===== config.mk =====
export PLATFORM = sky130hd
export DESIGN_NAME = code_loader
export DESIGN_NICKNAME = d
export VERILOG_FILES = /design/src/rtl/code_loader_pkg.sv /design/src/rtl/code_loader_timeout.sv /design/src/rtl/code_loader.sv
export SDC_FILE = /design/constraint.sdc
export NUM_CORES = 1
export LEC_CHECK = 0
export CORE_MARGIN = 8
export CORE_UTILIZATION = 40
export DETAILED_ROUTE_END_ITERATION = 12
export PLACE_DENSITY = 0.61
export SETUP_SLACK_MARGIN = 0.15
export SLEW_MARGIN = 0
export SYNTH_ARGS = -nofsm -noshare
export SYNTH_HDL_FRONTEND = slang
export SYNTH_HIERARCHICAL = 1
export SYNTH_SLANG_ARGS = --single-unit

===== constraint.sdc =====
create_clock -name clk -period 2.7 [get_ports clk]
set_input_delay 0.27 -clock clk [delete_from_list [all_inputs] [get_ports clk]]
set_output_delay 0.27 -clock clk [all_outputs]
set_load 0.03 [all_outputs]

===== src/rtl/code_loader_pkg.sv =====
// Shared types and frame layout for the byte-stream code loader.
package code_loader_pkg;

    // One state per frame field; DATA_L/DATA_H repeat once per word.
    typedef enum logic [2:0] {
        StIdle,
        StAddrL,
        StAddrH,
        StCntL,
        StCntH,
        StDataL,
        StDataH,
        StCsum
    } state_e;

    localparam logic [7:0] MagicDefault = 8'hA5;

    // Byte offsets of the fixed frame fields; data words start at OffData.
    localparam int OffMagic = 0;
    localparam int OffAddrL = 1;
    localparam int OffAddrH = 2;
    localparam int OffCntL  = 3;
    localparam int OffCntH  = 4;
    localparam int OffData  = 5;

    // Total frame length in bytes for a given word count (header + data + checksum).
    function automatic int frame_len(input int n_words);
        return OffData + 2 * n_words + 1;
    endfunction

endpackage


===== src/rtl/code_loader_timeout.sv =====
// Idle counter for an in-progress frame: counts while enabled, clears on every
// accepted byte, and flags expiry on the cycle whose edge brings it to the limit.
module code_loader_timeout #(
    parameter int unsigned TIMEOUT_CYCLES = 1000000
) (
    input  logic clk,
    input  logic reset,
    input  logic clear,
    input  logic enable,
    output logic expired
);

    // Count value one below the limit; the next increment reaches TIMEOUT_CYCLES.
    localparam logic [31:0] Last = (TIMEOUT_CYCLES == 0) ? 32'd0 : 32'(TIMEOUT_CYCLES - 1);

    logic [31:0] count_q, count_d;

    // Next count: held at zero outside a frame and on accepted bytes.
    always_comb begin
        count_d = count_q + 32'd1;
        if (clear || !enable) begin
            count_d = '0;
        end
    end

    // A clear in the same cycle cancels expiry, so an arriving byte always wins.
    assign expired = enable && !clear && (count_q == Last);

    // Counter register.
    always_ff @(posedge clk) begin
        if (reset) begin
            count_q <= '0;
        end else begin
            count_q <= count_d;
        end
    end

endmodule


===== src/rtl/code_loader.sv =====
// Framed byte-stream loader driving the CPU code memory write port. Assembles
// little-endian 16-bit words, writes them at consecutive (wrapping) addresses,
// holds the CPU in reset during a frame and reports checksum/timeout status.
module code_loader
    import code_loader_pkg::*;
#(
    parameter int unsigned DATA_WIDTH     = 16,  // two bytes per word; must stay 16
    parameter int unsigned ADDR_WIDTH     = 8,   // at most 16
    parameter int unsigned TIMEOUT_CYCLES = 1000000,
    parameter logic [7:0]  MAGIC          = MagicDefault
) (
    input  logic                  clk,
    input  logic                  reset,
    input  logic                  in_valid,
    input  logic [7:0]            in_data,
    output logic                  in_ready,
    output logic [ADDR_WIDTH-1:0] mem_addr_w,
    output logic [DATA_WIDTH-1:0] mem_data,
    output logic                  mem_we,
    output logic                  cpu_reset,
    output logic                  done,
    output logic                  err_checksum,
    output logic                  err_timeout
);

    state_e                state_q, state_d;
    logic [7:0]            lo_q, lo_d;      // low byte of the field being assembled
    logic [7:0]            sum_q, sum_d;
    logic [15:0]           cnt_q, cnt_d;    // words still to receive
    logic [ADDR_WIDTH-1:0] addr_q, addr_d;  // address of the next word
    logic                  mem_we_q, mem_we_d;
    logic [ADDR_WIDTH-1:0] mem_addr_q, mem_addr_d;
    logic [DATA_WIDTH-1:0] mem_data_q, mem_data_d;
    logic                  done_q, done_d;
    logic                  err_csum_q, err_csum_d;
    logic                  err_to_q, err_to_d;
    logic                  cpu_reset_q, cpu_reset_d;
    logic                  accept;
    logic                  expired;

    assign in_ready = !reset;
    assign accept   = in_valid && in_ready;

    code_loader_timeout #(
        .TIMEOUT_CYCLES(TIMEOUT_CYCLES)
    ) u_timeout (
        .clk    (clk),
        .reset  (reset),
        .clear  (accept),
        .enable (state_q != StIdle),
        .expired(expired)
    );

    // Frame parser: next state, field assembly, checksum and registered outputs.
    always_comb begin
        state_d     = state_q;
        lo_d        = lo_q;
        sum_d       = sum_q;
        cnt_d       = cnt_q;
        addr_d      = addr_q;
        mem_we_d    = 1'b0;
        mem_addr_d  = mem_addr_q;
        mem_data_d  = mem_data_q;
        done_d      = 1'b0;
        err_csum_d  = err_csum_q;
        err_to_d    = err_to_q;

        if (accept) begin
            // Every byte between MAGIC and CSUM contributes to the sum.
            if (state_q != StIdle && state_q != StCsum) begin
                sum_d = sum_q + in_data;
            end
            unique case (state_q)
                StIdle: begin
                    if (in_data == MAGIC) begin
                        state_d    = StAddrL;
                        sum_d      = '0;
                        err_csum_d = 1'b0;
                        err_to_d   = 1'b0;
                    end
                end
                StAddrL: begin
                    lo_d    = in_data;
                    state_d = StAddrH;
                end
                StAddrH: begin
                    addr_d  = ADDR_WIDTH'({in_data, lo_q});
                    state_d = StCntL;
                end
                StCntL: begin
                    lo_d    = in_data;
                    state_d = StCntH;
                end
                StCntH: begin
                    cnt_d   = {in_data, lo_q};
                    state_d = ({in_data, lo_q} == 16'd0) ? StCsum : StDataL;
                end
                StDataL: begin
                    lo_d    = in_data;
                    state_d = StDataH;
                end
                StDataH: begin
                    mem_we_d   = 1'b1;
                    mem_addr_d = addr_q;
                    mem_data_d = DATA_WIDTH'({in_data, lo_q});
                    addr_d     = addr_q + ADDR_WIDTH'(1);
                    cnt_d      = cnt_q - 16'd1;
                    state_d    = (cnt_q == 16'd1) ? StCsum : StDataL;
                end
                StCsum: begin
                    err_csum_d = (sum_q != in_data);
                    done_d     = 1'b1;
                    state_d    = StIdle;
                end
                default: state_d = StIdle;
            endcase
        end else if (expired) begin
            state_d  = StIdle;
            err_to_d = 1'b1;
            done_d   = 1'b1;
        end

        cpu_reset_d = (state_d != StIdle);
    end

    // State and output registers; reset abandons any frame without a done pulse.
    always_ff @(posedge clk) begin
        if (reset) begin
            state_q     <= StIdle;
            lo_q        <= '0;
            sum_q       <= '0;
            cnt_q       <= '0;
            addr_q      <= '0;
            mem_we_q    <= 1'b0;
            mem_addr_q  <= '0;
            mem_data_q  <= '0;
            done_q      <= 1'b0;
            err_csum_q  <= 1'b0;
            err_to_q    <= 1'b0;
            cpu_reset_q <= 1'b1;
        end else begin
            state_q     <= state_d;
            lo_q        <= lo_d;
            sum_q       <= sum_d;
            cnt_q       <= cnt_d;
            addr_q      <= addr_d;
            mem_we_q    <= mem_we_d;
            mem_addr_q  <= mem_addr_d;
            mem_data_q  <= mem_data_d;
            done_q      <= done_d;
            err_csum_q  <= err_csum_d;
            err_to_q    <= err_to_d;
            cpu_reset_q <= cpu_reset_d;
        end
    end

    assign mem_we       = mem_we_q;
    assign mem_addr_w   = mem_addr_q;
    assign mem_data     = mem_data_q;
    assign done         = done_q;
    assign err_checksum = err_csum_q;
    assign err_timeout  = err_to_q;
    assign cpu_reset    = cpu_reset_q;

endmodule


==> flow_metrics.tcl <==
set metrics [dict create \
    crit_required_ns 2.93 \
    p_leak_nw 2.05 \
    synth_area_leaders "dfxtp_1 (41%), o21ai_0 (6.0%), a21oi_1 (4.3%)" \
    htree_levels 3 \
    detail-route-antenna-nets 0 \
    worstMarginPinSlew_ns 0.752 \
    wl_per_cell_um 16.2 \
    grt_usage_pct 16.5 \
    wl_um 13400 \
    endpoint_kind "flop" \
    insertion_delay_ns 0.36 \
    first_global_vias 4419 \
    drt_iter0_markers 429 \
    status "finished clean" \
    synth-edff-count 0 \
    cts_setup_buffers 0 \
    synth.distinct_cells 65 \
    area_growth_pct 18.7 \
    syn-instance-count 612 \
    path_cells "ha_2 > inv_1 > or4_1 > nor3_4 > nand2b_1 > o21ai_0 > a31oi_1 > a211oi_1" \
    synth.avg_cell_area_sq_um 8.31 \
    wl_met2_um 5970 \
    critical_path_class "reg -> reg" \
    synthArstFlopShare_pct 0 \
    final.min_clock_period_ns 2.33 \
    yosysWarnings 6 \
    fin_hold_ws_ns 0.460 \
    gp_congestion 0.860 \
    m1WireLength_um 6260 \
    drc 0 \
    final_cell_mix "dfxtp_1 (104), o21ai_0 (61), nand2_1 (51)" \
    min_period_over_period_pct 86.2 \
    setup_viol 0 \
    die_w_um 129 \
    synth_area_sq_um 5080 \
    crit_path_start_kind "flop" \
    max_stage_delay_ns 0.61 \
    critPathMaxFanout 6 \
    cts-root-buf "clkbuf_16" \
    first_pass_iters 5 \
    initial_core_util_pct 40.6 \
    mostFrequentLayoutCell "dfxtp_1" \
    total_power_w 0.00308 \
    portBuffers 40 \
    nets 668 \
    cts.sinks 104 \
    hp-class "reg -> reg" \
    met3_length_um 826 \
    cp_top_family "simple AND/OR/NAND/NOR gates" \
    cts_tree "done" \
    topRoutingLayerUsed "met4" \
    die_h_um 129 \
    powerDensity_nw_per_um2 511 \
    grt_antenna_before_repair 0 \
    fmax_mhz 430 \
    critPathSlowestCell "or4_1" \
    num_rows 41 \
    slew_viol_final 0 \
    grt_pass1_wl_um 22200 \
    clk_path_buf_depth 2 \
    synth_area_leader_cell "dfxtp_1" \
    hold_viol 0 \
    worst-path-buf-inv 1 \
    dp_hpwl_um 9460 \
    drv_cap 0 \
    clk_pin_slew_ns 0.07 \
    tns_ns 0 \
    ys_ff_latch 104 \
    ios 41 \
    yosysSeqAreaShare_pct 40.9 \
    avgViaCountPerCell 5.78 \
    timing.slew.headroom_pct 49.7 \
    arrival_ns 2.55 \
    rsz0062_at_grt "false" \
    ir_drop_mv 0.362 \
    cts_buffers 9 \
    synthesis.nets 635 \
    fin_skew_ns 0.0104 \
    vias 4751 \
    die-area_sq_um 16600 \
    grt_max_degree 42 \
    grt_overflow 0 \
    core-area_sq_um 12500 \
    drive_gt1_share_pct 7.69 \
    synthFlopType "dfxtp_1" \
    antenna_cells 0 \
    synth_top_area_share_pct 40.9 \
]
[final timing paths]
check,startpoint,end,slack (ns),cells past startpoint
worst max-delay path,u_timeout/count_q[0],state_q[1],0.37,8
worst min-delay path,mem_addr_w[0],mem_addr_w[0],0.46,2
worst max register to register,u_timeout/count_q[0],state_q[1],0.37,8
worst min register to register,mem_addr_w[0],mem_addr_w[0],0.46,2
[cells by family (layout without fill, tap and decap cells)]
kind of cell | Yosys count | count (layout) | synth area share [%]
fa+ha+maj | 12 | 12 | 3.10
compound gates | 186 | 186 | 23.1
buf+inv | 62 | 100 | 4.77
simple gates | 232 | 232 | 25.2
xor+xnor | 14 | 14 | 2.41
flops | 104 | 104 | 40.9
mux | 2 | 2 | 0.418
[flip-flops by register name, summed over array words and instances, names as in the netlist]
name / flops
lo_q: 8
done: 1
cnt_q: 16
addr_q: 8
state_q: 3
mem_addr_w: 8
err_checksum: 1
mem_we: 1
sum_q: 8
mem_data: 16
u_timeout/count_q: 32
err_timeout: 1
cpu_reset: 1
[routing by layer]
layer  GRT usage (%)  vias to the layer above
met3            3.56                       27
met5               0                        -
li1                -                     2364
met2            24.6                      113
met1            22.6                     2247
met4            6.57                        0
[worst reg2reg max path: stages, from the launching register on]
cell and delay (ns):
dfxtp_1 0.39, ha_2 0.27, inv_1 0.08, or4_1 0.61, nor3_4 0.28, nand2b_1 0.15
o21ai_0 0.10, a31oi_1 0.21, a211oi_1 0.11
[cells in the mapped netlist, types with 4 or more instances]
cell,instances
a211oi_1,6
a21o_1,5
a21oi_1,44
a22o_1,9
and3_1,4
and4_1,5
buf_1,4
clkbuf_1,31
dfxtp_1,104
ha_1,11
inv_1,24
nand2_1,51
nand2b_1,6
nand3_1,37
nand4_1,16
nor2_1,29
nor3_1,14
nor4_1,12
o211ai_1,5
o21ai_0,61
o22ai_1,8
o311ai_0,6
o31ai_1,11
o41ai_1,4
or3_1,18
or4_1,16
xnor2_1,7
xor2_1,7
[power breakdown]
group	internal [W]	leakage [nW]	switching, W
Clock	0.000822	0.157	0.000619
Combinational	0.0000441	1.05	0.0000647
Sequential	0.00153	0.838	0.000000532
Total	0.00240	2.05	0.000685
[stage by stage]
stage / utilization (%) / worst slack [ns] / instances / area (sq um)
after floorplan: - / 0.572 / 612 / 5080
after global placement: 45.5 / 0.153 / 806 / 5700
after detailed placement: 45.5 / 0.146 / 806 / 5700
after CTS: 48.1 / 0.257 / 822 / 6020
after global routing: 48.2 / 0.183 / 822 / 6030
final: 48.2 / 0.373 / 822 / 6030
[area by class of cell]
class	count	area, sq um
sequential	104	2080
clock buffer	9	225
tap	172	215
timing repair buffer	60	548
inverter	24	90.1
clock inverter	7	98.8
multi-input combinational	446	2770
fill	1275	6480
[what timing repair did]
action / CTS / global route
hold buffers: 0 / 0
gates resized for setup: 1 / 2
setup endpoints to repair: 1 / 1
(Power assumes the default switching activity.)
